--- src/rtl/iq_pkg.sv ---
// iq_pkg: shared sizing, address type and popcount helpers for the CIQ allocation stage.
// Latency: n/a (package, no logic).
// Backpressure: n/a.
package iq_pkg;

  localparam int CIQ_DEPTH = 16;  // CIQ entries
  localparam int INSTR_NUM = 4;   // rename width
  localparam int ISSUE_NUM = 4;   // arbiter grants per cycle
  localparam int AGE       = 5;   // age field width
  localparam int IQ_ADDR_W = $clog2(CIQ_DEPTH);
  localparam int CNT_W     = $clog2(CIQ_DEPTH + 1);  // holds 0..CIQ_DEPTH

  typedef logic [IQ_ADDR_W-1:0] iq_addr_t;

  // Number of set bits in an entry vector.
  function automatic logic [CNT_W-1:0] pop_entries(input logic [CIQ_DEPTH-1:0] v);
    logic [CNT_W-1:0] n;
    n = '0;
    for (int k = 0; k < CIQ_DEPTH; k++) begin
      n = n + CNT_W'(v[k]);
    end
    return n;
  endfunction

  // Number of set bits in a rename-slot vector.
  function automatic logic [CNT_W-1:0] pop_slots(input logic [INSTR_NUM-1:0] v);
    logic [CNT_W-1:0] n;
    n = '0;
    for (int k = 0; k < INSTR_NUM; k++) begin
      n = n + CNT_W'(v[k]);
    end
    return n;
  endfunction

endpackage

--- src/rtl/iq_free_finder.sv ---
// iq_free_finder: returns the INSTR_NUM lowest-index set bits of a vector as addresses.
// Latency: purely combinational, zero cycles.
// Backpressure: none; o_count lets the caller decide whether a request fits.
// Ports:
//   i_vec   - candidate vector (1 = free entry)
//   o_addr  - packed addresses, slot s in bits [s*IQ_ADDR_W +: IQ_ADDR_W]; 0 when not found
//   o_found - slot s has a valid address
//   o_count - total number of set bits in i_vec (0..CIQ_DEPTH)
module iq_free_finder
  import iq_pkg::*;
(
  input  logic [CIQ_DEPTH-1:0]           i_vec,
  output logic [INSTR_NUM*IQ_ADDR_W-1:0] o_addr,
  output logic [INSTR_NUM-1:0]           o_found,
  output logic [CNT_W-1:0]               o_count
);

  // Walk the vector from bit 0 up; the running count of set bits seen so far
  // is the slot index that the current set bit lands in.
  always_comb begin
    o_addr  = '0;
    o_found = '0;
    o_count = '0;
    for (int b = 0; b < CIQ_DEPTH; b++) begin
      if (i_vec[b]) begin
        for (int s = 0; s < INSTR_NUM; s++) begin
          if (o_count == CNT_W'(s)) begin
            o_addr[s*IQ_ADDR_W +: IQ_ADDR_W] = IQ_ADDR_W'(b);
          end
        end
        o_count = o_count + CNT_W'(1);
      end
    end
    for (int s = 0; s < INSTR_NUM; s++) begin
      o_found[s] = (o_count > CNT_W'(s));
    end
  end

endmodule

--- src/rtl/iq_alloc.sv ---
// iq_alloc: hands out free CIQ entry addresses to rename and stamps a wrapping age.
// Latency: allocation is combinational (zero cycles); free-pool/count update at the next edge.
// Backpressure: all-or-nothing; o_alloc_ready low means rename holds every slot and retries.
// Build option: define IQ_ALLOC_BYPASS_EN to let entries granted this cycle be reallocated
// in the same cycle (longer combinational path). Default: one-cycle reuse bubble.
// Ports:
//   i_clk, i_rst       - clock, synchronous active-high reset
//   i_flush            - frees every entry, clears age counter, blocks allocation this cycle
//   i_instr_valid      - rename slot valid (contiguous from bit 0)
//   o_alloc_ready      - all valid slots fit this cycle
//   o_free_addr        - packed CIQ address per slot, 4 bits each
//   o_free_valid       - slot written to CIQ this cycle
//   o_age              - packed age per slot, AGE bits each
//   i_arbit_addr       - packed granted CIQ addresses, 4 bits each
//   i_arbit_grant      - grant valid per issue port
//   o_iq_count         - occupied entries (registered)
//   o_iq_full          - o_iq_count == CIQ_DEPTH
module iq_alloc
  import iq_pkg::*;
(
  input  logic                           i_clk,
  input  logic                           i_rst,
  input  logic                           i_flush,
  input  logic [INSTR_NUM-1:0]           i_instr_valid,
  output logic                           o_alloc_ready,
  output logic [INSTR_NUM*IQ_ADDR_W-1:0] o_free_addr,
  output logic [INSTR_NUM-1:0]           o_free_valid,
  output logic [INSTR_NUM*AGE-1:0]       o_age,
  input  logic [ISSUE_NUM*IQ_ADDR_W-1:0] i_arbit_addr,
  input  logic [ISSUE_NUM-1:0]           i_arbit_grant,
  output logic [CNT_W-1:0]               o_iq_count,
  output logic                           o_iq_full
);

  logic [CIQ_DEPTH-1:0]           r_free_vec;
  logic [AGE-1:0]                 r_age_cnt;
  logic [CNT_W-1:0]               r_iq_count;

  logic [CIQ_DEPTH-1:0]           w_grant_vec;
  logic [CIQ_DEPTH-1:0]           w_search_vec;
  logic [CIQ_DEPTH-1:0]           w_alloc_vec;
  logic [CIQ_DEPTH-1:0]           w_free_nxt;
  logic [INSTR_NUM*IQ_ADDR_W-1:0] w_find_addr;
  logic [INSTR_NUM-1:0]           w_find_found;
  logic [CNT_W-1:0]               w_find_cnt;
  logic [CNT_W-1:0]               w_req_cnt;
  logic                           w_fit;
  logic                           w_fire;

  // Entries granted for issue this cycle; duplicates collapse onto one bit.
  always_comb begin
    w_grant_vec = '0;
    for (int j = 0; j < ISSUE_NUM; j++) begin
      if (i_arbit_grant[j]) begin
        w_grant_vec[i_arbit_addr[j*IQ_ADDR_W +: IQ_ADDR_W]] = 1'b1;
      end
    end
  end

`ifdef IQ_ALLOC_BYPASS_EN
  assign w_search_vec = r_free_vec | w_grant_vec;
`else
  assign w_search_vec = r_free_vec;
`endif

  iq_free_finder u_finder (
    .i_vec   (w_search_vec),
    .o_addr  (w_find_addr),
    .o_found (w_find_found),
    .o_count (w_find_cnt)
  );

  assign w_req_cnt = pop_slots(i_instr_valid);
  assign w_fit     = (w_find_cnt >= w_req_cnt);
  assign w_fire    = w_fit & ~i_flush & ~i_rst;

  assign o_alloc_ready = w_fit & ~i_rst;
  assign o_free_valid  = w_fire ? i_instr_valid : '0;
  assign o_free_addr   = w_find_addr;

  genvar gi;
  generate
    for (gi = 0; gi < INSTR_NUM; gi++) begin : g_age
      assign o_age[gi*AGE +: AGE] = r_age_cnt + AGE'(gi);
    end
  endgenerate

  // Entries consumed by the slots that fire this cycle.
  always_comb begin
    w_alloc_vec = '0;
    for (int i = 0; i < INSTR_NUM; i++) begin
      if (o_free_valid[i] && w_find_found[i]) begin
        w_alloc_vec[w_find_addr[i*IQ_ADDR_W +: IQ_ADDR_W]] = 1'b1;
      end
    end
  end

  // Clear beats set, so an entry granted and re-allocated in the same cycle
  // (bypass build) ends up occupied. Flush overrides everything.
  always_comb begin
    if (i_flush) begin
      w_free_nxt = '1;
    end else begin
      w_free_nxt = (r_free_vec | w_grant_vec) & ~w_alloc_vec;
    end
  end

  always_ff @(posedge i_clk) begin
    if (i_rst) begin
      r_free_vec <= '1;
      r_age_cnt  <= '0;
      r_iq_count <= '0;
    end else begin
      r_free_vec <= w_free_nxt;
      r_iq_count <= CNT_W'(CIQ_DEPTH) - pop_entries(w_free_nxt);
      if (i_flush) begin
        r_age_cnt <= '0;
      end else if (w_fire) begin
        r_age_cnt <= r_age_cnt + AGE'(w_req_cnt);
      end
    end
  end

  assign o_iq_count = r_iq_count;
  assign o_iq_full  = (r_iq_count == CNT_W'(CIQ_DEPTH));

endmodule
--- config.mk ---
export PLATFORM = sky130hd
export DESIGN_NAME = iq_alloc
export DESIGN_NICKNAME = d
export VERILOG_FILES = /design/src/rtl/iq_pkg.sv /design/src/rtl/iq_free_finder.sv /design/src/rtl/iq_alloc.sv
export SDC_FILE = /design/constraint.sdc
export NUM_CORES = 1
export LEC_CHECK = 0
export BUFFER_PORTS_ARGS = -buffer_cell sky130_fd_sc_hd__buf_2
export CORE_MARGIN = 3
export CORE_UTILIZATION = 53
export CTS_BUF_LIST = sky130_fd_sc_hd__clkbuf_8 sky130_fd_sc_hd__clkbuf_16
export CTS_CLUSTER_SIZE = 30
export DETAILED_ROUTE_END_ITERATION = 7
export HOLD_SLACK_MARGIN = 0.08
export PLACE_DENSITY_LB_ADDON = 0.15
export RECOVER_POWER = 25
export SLEW_MARGIN = 30
export SYNTH_ARGS = -nofsm -noshare
export SYNTH_HDL_FRONTEND = slang
export SYNTH_SLANG_ARGS = --single-unit
--- constraint.sdc ---
create_clock -name i_clk -period 12.5 [get_ports i_clk]
set_input_delay 1.25 -clock i_clk [delete_from_list [all_inputs] [get_ports i_clk]]
set_output_delay 1.25 -clock i_clk [all_outputs]
set_load 0.005 [all_outputs]
==> flow_metrics.tcl, run 1 <==
set metrics [dict create \
    status "finished, violations left" \
    failed_checks "DRC, setup timing" \
    core_area_um2 12770 \
    end_kind "flip-flop" \
    globalRouteOverflowTotal 0 \
    worst_slack_ns -1.150 \
    netlist_area_um2 7018 \
    synth-seq-cells 26 \
    insertion_delay_ns 0.27 \
    routedWlPerCell_um 21.29 \
    synth_ff_type "dfxtp_1" \
    dp_hpwl_um 19850 \
    grt_use_total 0.3776 \
    r2r_slack_ns -1.15 \
    worst-path-max-fanout 4 \
    synthTopCellsByArea "ha_1 (14%), dfxtp_1 (7.4%), nand2_1 (5.7%)" \
    path_class "flip-flop to flip-flop" \
    syn_nets 1088 \
    yosys-top-cells-count "nand2_1 (106), ha_1 (81), nor2_1 (74), nand3_1 (60), inv_1 (58)" \
    postCtsHoldBufs 0 \
    grt_antenna_before_repair 0 \
    synth_enable_flop_cells 0 \
    finalHoldViolations 0 \
    crit_slowest_cell "fa_2" \
    nNetsFinal 1381 \
    maxSlewHeadroom 0.3233 \
    vias_per_cell 6.462 \
    firstDrtPassIters 8 \
    die_y_um 121.1 \
    final_cells 1430 \
    hp-class "flip-flop to flip-flop" \
    yosysSeqAreaShare 0.07417 \
    cts_root_buf "clkbuf_16" \
    cp_common_cell "buf_4" \
    cts_max_path_buffers 2 \
    design_area_um2 10060 \
    dr_total_vias 9240 \
    postSynth.asyncResetShare 0 \
    start_util 0.5494 \
    postSynthAreaPerCell_um2 7.265 \
    num_antenna_cells 0 \
    route.detailed.drc 13 \
    synth_top_area_share 0.1444 \
    dieArea_um2 14660 \
    htreeDepth 1 \
    area_growth_pct 43.41 \
    drv_cap 0 \
    synth_cells 966 \
    drive_gt1_frac 0.3521 \
    rsz0062_at_grt "true" \
    grt_max_degree 20 \
    yosys.area.top_type "ha_1" \
    drt-total-wl_um 30440 \
    skew_ns 0.006344 \
    crit_arrival_ns 13.82 \
    num_rows 41 \
    first_iter_violations 1279 \
    place_area_um2 8464 \
    fp.dieW_um 121.1 \
    cts_tree "built" \
    critPathLaunchType "flip-flop" \
    gp_congestion 1.014 \
    ios 74 \
    clock-sinks 26 \
    required_ns 12.67 \
    place_inst 1282 \
    first_global_vias 8565 \
    clock.fmax_mhz 73.26 \
    ys.warnings.count 0 \
    worst_pin_slew_ns 0.9895 \
    clk_pin_slew_ns 0.07 \
    max_stage_delay_ns 0.63 \
    fin_crit_sh 1.092 \
    ant_nets 0 \
    synth_cell_types 88 \
    port_buffers 73 \
    grt_pass1_wl_um 44530 \
    numCtsBuffers 3 \
    final-max-slew-violation-count 0 \
    synth_most_common_cell "nand2_1" \
    min_period_ns 13.65 \
    setup_viol 5 \
]
[cells in the final DEF, fill, tap and decap left out, types with 7 or more instances in the layout]
| cell | netlist | final |
|---|---|---|
| a21boi_0 | 8 | 7 |
| a21o_1 | 11 | 11 |
| a21oi_1 | 37 | 34 |
| a22oi_1 | 8 | 8 |
| a31oi_1 | 22 | 20 |
| and2_1 | 16 | 12 |
| and3_1 | 22 | 22 |
| buf_2 | 9 | 64 |
| buf_4 | 5 | 241 |
| buf_6 | 0 | 12 |
| clkbuf_1 | 27 | 9 |
| dfxtp_1 | 26 | 24 |
| fa_1 | 14 | 8 |
| ha_1 | 81 | 68 |
| ha_4 | 0 | 12 |
| inv_1 | 58 | 52 |
| mux2_4 | 1 | 7 |
| mux2i_1 | 19 | 12 |
| nand2_1 | 106 | 98 |
| nand2b_1 | 16 | 16 |
| nand3_1 | 60 | 55 |
| nand3b_1 | 13 | 13 |
| nand4_1 | 24 | 24 |
| nor2_1 | 74 | 74 |
| nor2b_1 | 18 | 16 |
| nor3_1 | 24 | 24 |
| nor3b_1 | 12 | 11 |
| o211ai_1 | 11 | 11 |
| o21a_1 | 8 | 7 |
| o21ai_0 | 40 | 32 |
| o21ai_2 | 1 | 9 |
| o22ai_1 | 10 | 10 |
| xnor2_1 | 33 | 32 |
| xor2_1 | 12 | 10 |
[cell type report]
type	instances	area (um2)
Tap cell	172	215.2
Clock buffer	3	75.07
Multi-Input combinational cell	840	6636
Sequential cell	26	528.0
Clock inverter	1	30.03
Fill cell	830	2709
Timing Repair Buffer	329	2359
Inverter	59	221.5
[critical path: cells and delay by family (launching register included)]
family,cells,cell delay (ns)
DFF,1,0.36
AOI/OAI and AO/OA,7,1.23
and+or+nand+nor,13,1.51
adders and majority gates,16,5.40
xor gates and xnor gates,1,0.19
muxes,1,0.15
buffers and inverters,39,4.65
[logic make-up after synthesis]
group                    Yosys count  synth area share
AO/OA/AOI/OAI                    231            0.2287
XOR/XNOR                          57           0.09628
adder cells (fa/ha/maj)           96            0.1858
buffers and inverters            102           0.05883
flip-flops                        26           0.07417
multiplexers                      28           0.04207
AND/OR/NAND/NOR                  426            0.3141
[worst paths after layout]
kind                        end  cells past startpoint           from
hold reg to reg    r_age_cnt[0]                      2   r_age_cnt[0]
setup / recovery  o_iq_count[4]                     77  r_free_vec[0]
setup reg to reg  o_iq_count[4]                     77  r_free_vec[0]
hold / removal     r_age_cnt[0]                      2   r_age_cnt[0]
[routing by layer]
layer,vias up,part of all wire,global-route usage
met5,-,0,0
met4,0,0.067,0.1650
met3,215,0.098,0.05035
met2,655,0.45,0.6294
met1,4258,0.38,0.4870
li1,4112,-,-
[per-stage QoR]
step / setup WS (ns) / TNS, ns / hold slack (ns) / util
after floorplan: -0.6499 / -1.571 / 0.5899 / -
after global placement: -0.5521 / -1.298 / 0.6240 / 0.6627
final: -1.150 / -4.209 / 0.6552 / 0.7879
after global routing: -1.473 / -5.795 / 0.6883 / 0.7879
after detailed placement: -0.8077 / -2.151 / 0.6417 / 0.6627
after CTS: -0.4468 / -1.365 / 0.6501 / 0.7540
[sequential cells by signal, summed over array words and instances (netlist names)]
name	flops
r_age_cnt	5
o_iq_count	5
r_free_vec	16
[repair_timing]
item	4_1_cts	5_1_grt
pin swaps	34	35
buffers inserted	123	21
resized for setup	24	54
cloned	2	0
setup endpoints to repair	4	5
Power of run 1 is left out: the tool's default activity adds up to more than one toggle a clock period on the data nets, which glitch-free logic cannot reach.
==> run 2: changes to the inputs <==
TNS_END_PERCENT = 10   (was not set)
==> run 2 against run 1 <==
Compared with the run above: the run ends with setup timing left; utilization shrank 8.4 points; hold slack lost 0.0030 ns; sequential share of layout area grew 0.63 points; count of clock-buffer cells in the layout is the same; critical path type unchanged; critical endpoint is now o_iq_count[3]; largest cell class unchanged; highest routed layer unchanged.
==> flow_metrics.tcl, run 2 (synthesis results as in run 1) <==
set metrics [dict create \
    worst-r2r-cell-count 64 \
    worst-path-max-fanout 5 \
    dr_total_vias 8126 \
    grt_pass1_wl_um 39100 \
    required_ns 12.72 \
    ant_nets 0 \
    vias_per_cell 6.213 \
    cp_top_family "adder cells" \
    min_period_ns 12.97 \
    grt_antenna_before_repair 0 \
    grt_use_total 0.3307 \
    status "finished, violations left" \
    max_stage_delay_ns 0.62 \
    drt-total-wl_um 24980 \
    first_iter_violations 838 \
    clk_pin_slew_ns 0.07 \
    cts_max_path_buffers 2 \
    route.detailed.drc 0 \
    worst_pin_slew_ns 0.8767 \
    start_util 0.5494 \
    postCtsHoldBufs 0 \
    largest_reg_flops 16 \
    drive_gt1_frac 0.2729 \
    cp_common_cell "ha_4" \
    maxSlewHeadroom 0.4111 \
    hp-start "r_age_cnt[4]" \
    clock-sinks 26 \
    final_cell_mix "buf_4 (132), nand2_1 (98), nor2_1 (74), ha_1 (70), buf_2 (67)" \
    globalRouteOverflowTotal 0 \
    grt_max_degree 21 \
    layout_commonest_cell "buf_4" \
    end_kind "flip-flop" \
    drv_cap 0 \
    path_class "flip-flop to flip-flop" \
    finalHoldViolations 0 \
    num_rows 41 \
    place_ws_ns -0.7896 \
    port_buffers 73 \
    fin_crit_sh 1.038 \
    insertion_delay_ns 0.28 \
    path_buf_inv 7 \
    setup.worst_path.end "o_iq_count[3]" \
    critPathLaunchType "flip-flop" \
    worstSetupStartpoint "r_free_vec[0]" \
    gp_congestion 1.025 \
    dp_hpwl_um 19610 \
    ios 74 \
    failed_checks "setup timing" \
    fp.dieW_um 121.1 \
    numCtsBuffers 3 \
    crit_cells 64 \
    clock.fmax_mhz 77.08 \
    hp-class "flip-flop to flip-flop" \
    top_register "r_free_vec" \
    setup_viol 3 \
    reg2reg_from "r_free_vec[0]" \
    num_antenna_cells 0 \
    rsz0062_at_grt "true" \
    dieArea_um2 14660 \
    first_global_vias 7563 \
    firstDrtPassIters 7 \
    core_area_um2 12770 \
    utilization 0.7039 \
    final-max-slew-violation-count 0 \
    crit_slowest_cell "fa_2" \
    cts_tree "built" \
    area_growth_pct 28.12 \
    nNetsFinal 1259 \
    worst_slack_ns -0.4740 \
    r2r_slack_ns -0.47 \
    skew_ns 0.002321 \
    die_y_um 121.1 \
    routedWlPerCell_um 19.10 \
    crit_arrival_ns 13.19 \
    cts_root_buf "clkbuf_16" \
    htreeDepth 1 \
    reg2reg_to "o_iq_count[3]" \
]
[run 2: cell count changes in the layout (fill, tap and decap cells not counted), moves of 3 or more]
cell,change
buf_4,-109
buf_6,-12
a31oi_1,-3
buf_2,+3
clkbuf_1,-3
ha_4,-3
mux2i_1,+3
mux2i_2,-3
[run 2: worst min-delay path by stage]
stage / to / slack [ns] / cells past startpoint
2_1_floorplan: r_age_cnt[0] / 0.59 / 2
3_3_place_gp: r_age_cnt[4] / 0.62 / 2
3_5_place_dp: r_age_cnt[4] / 0.63 / 2
4_1_cts: r_age_cnt[4] / 0.65 / 2
5_1_grt: r_age_cnt[0] / 0.69 / 2
6_report: r_age_cnt[4] / 0.65 / 2
[run 2: worst register-to-register path, delay by kind of cell, from the launching register on]
kind	cells	cell delay (ns)
AO/OA/AOI/OAI	13	1.55
adder cells (fa/ha/maj)	23	7.44
buffers and inverters	7	0.44
flip-flops	1	0.36
multiplexers	6	1.44
AND/OR/NAND/NOR	15	1.72
[run 2: layer usage]
metal  routed length [um]  vias up  global-route usage  part of all wire
li1                     -     3873                   -                 -
met1                10970     3835              0.4518              0.44
met2                11630      366              0.5523              0.47
met3                 1714       52             0.03916             0.069
met4                  663        0             0.08782             0.027
met5                    0        -                   0                 0
[run 2: repair_timing]
action / in CTS / in global routing
pin swaps: 33 / 32
setup buffers: 20 / 10
resized for setup: 27 / 21
endpoints found under the setup margin: 4 / 4
cloned: 2 / 0
[run 2: final cells by class]
| cell class | instances | area (um2) |
|---|---|---|
| multi-input combinational | 840 | 6533 |
| fill | 1119 | 3782 |
| timing repair buffer | 207 | 1389 |
| sequential | 26 | 528.0 |
| inverter | 59 | 221.5 |
| tap | 172 | 215.2 |
| clock buffer | 3 | 75.07 |
| clock inverter | 1 | 30.03 |
[run 2: stage by stage]
| stage | TNS, ns | hold WS (ns) | instances | area [um2] |
|---|---|---|---|---|
| after floorplan | -1.582 | 0.5899 | 966 | 7217 |
| after global placement | -1.316 | 0.6178 | 1272 | 8402 |
| after detailed placement | -1.953 | 0.6349 | 1272 | 8402 |
| after CTS | -0.7721 | 0.6518 | 1298 | 8815 |
| after global routing | -2.650 | 0.6863 | 1308 | 8991 |
| final | -1.002 | 0.6522 | 1308 | 8991 |
Power of run 2 is left out for the same reason.
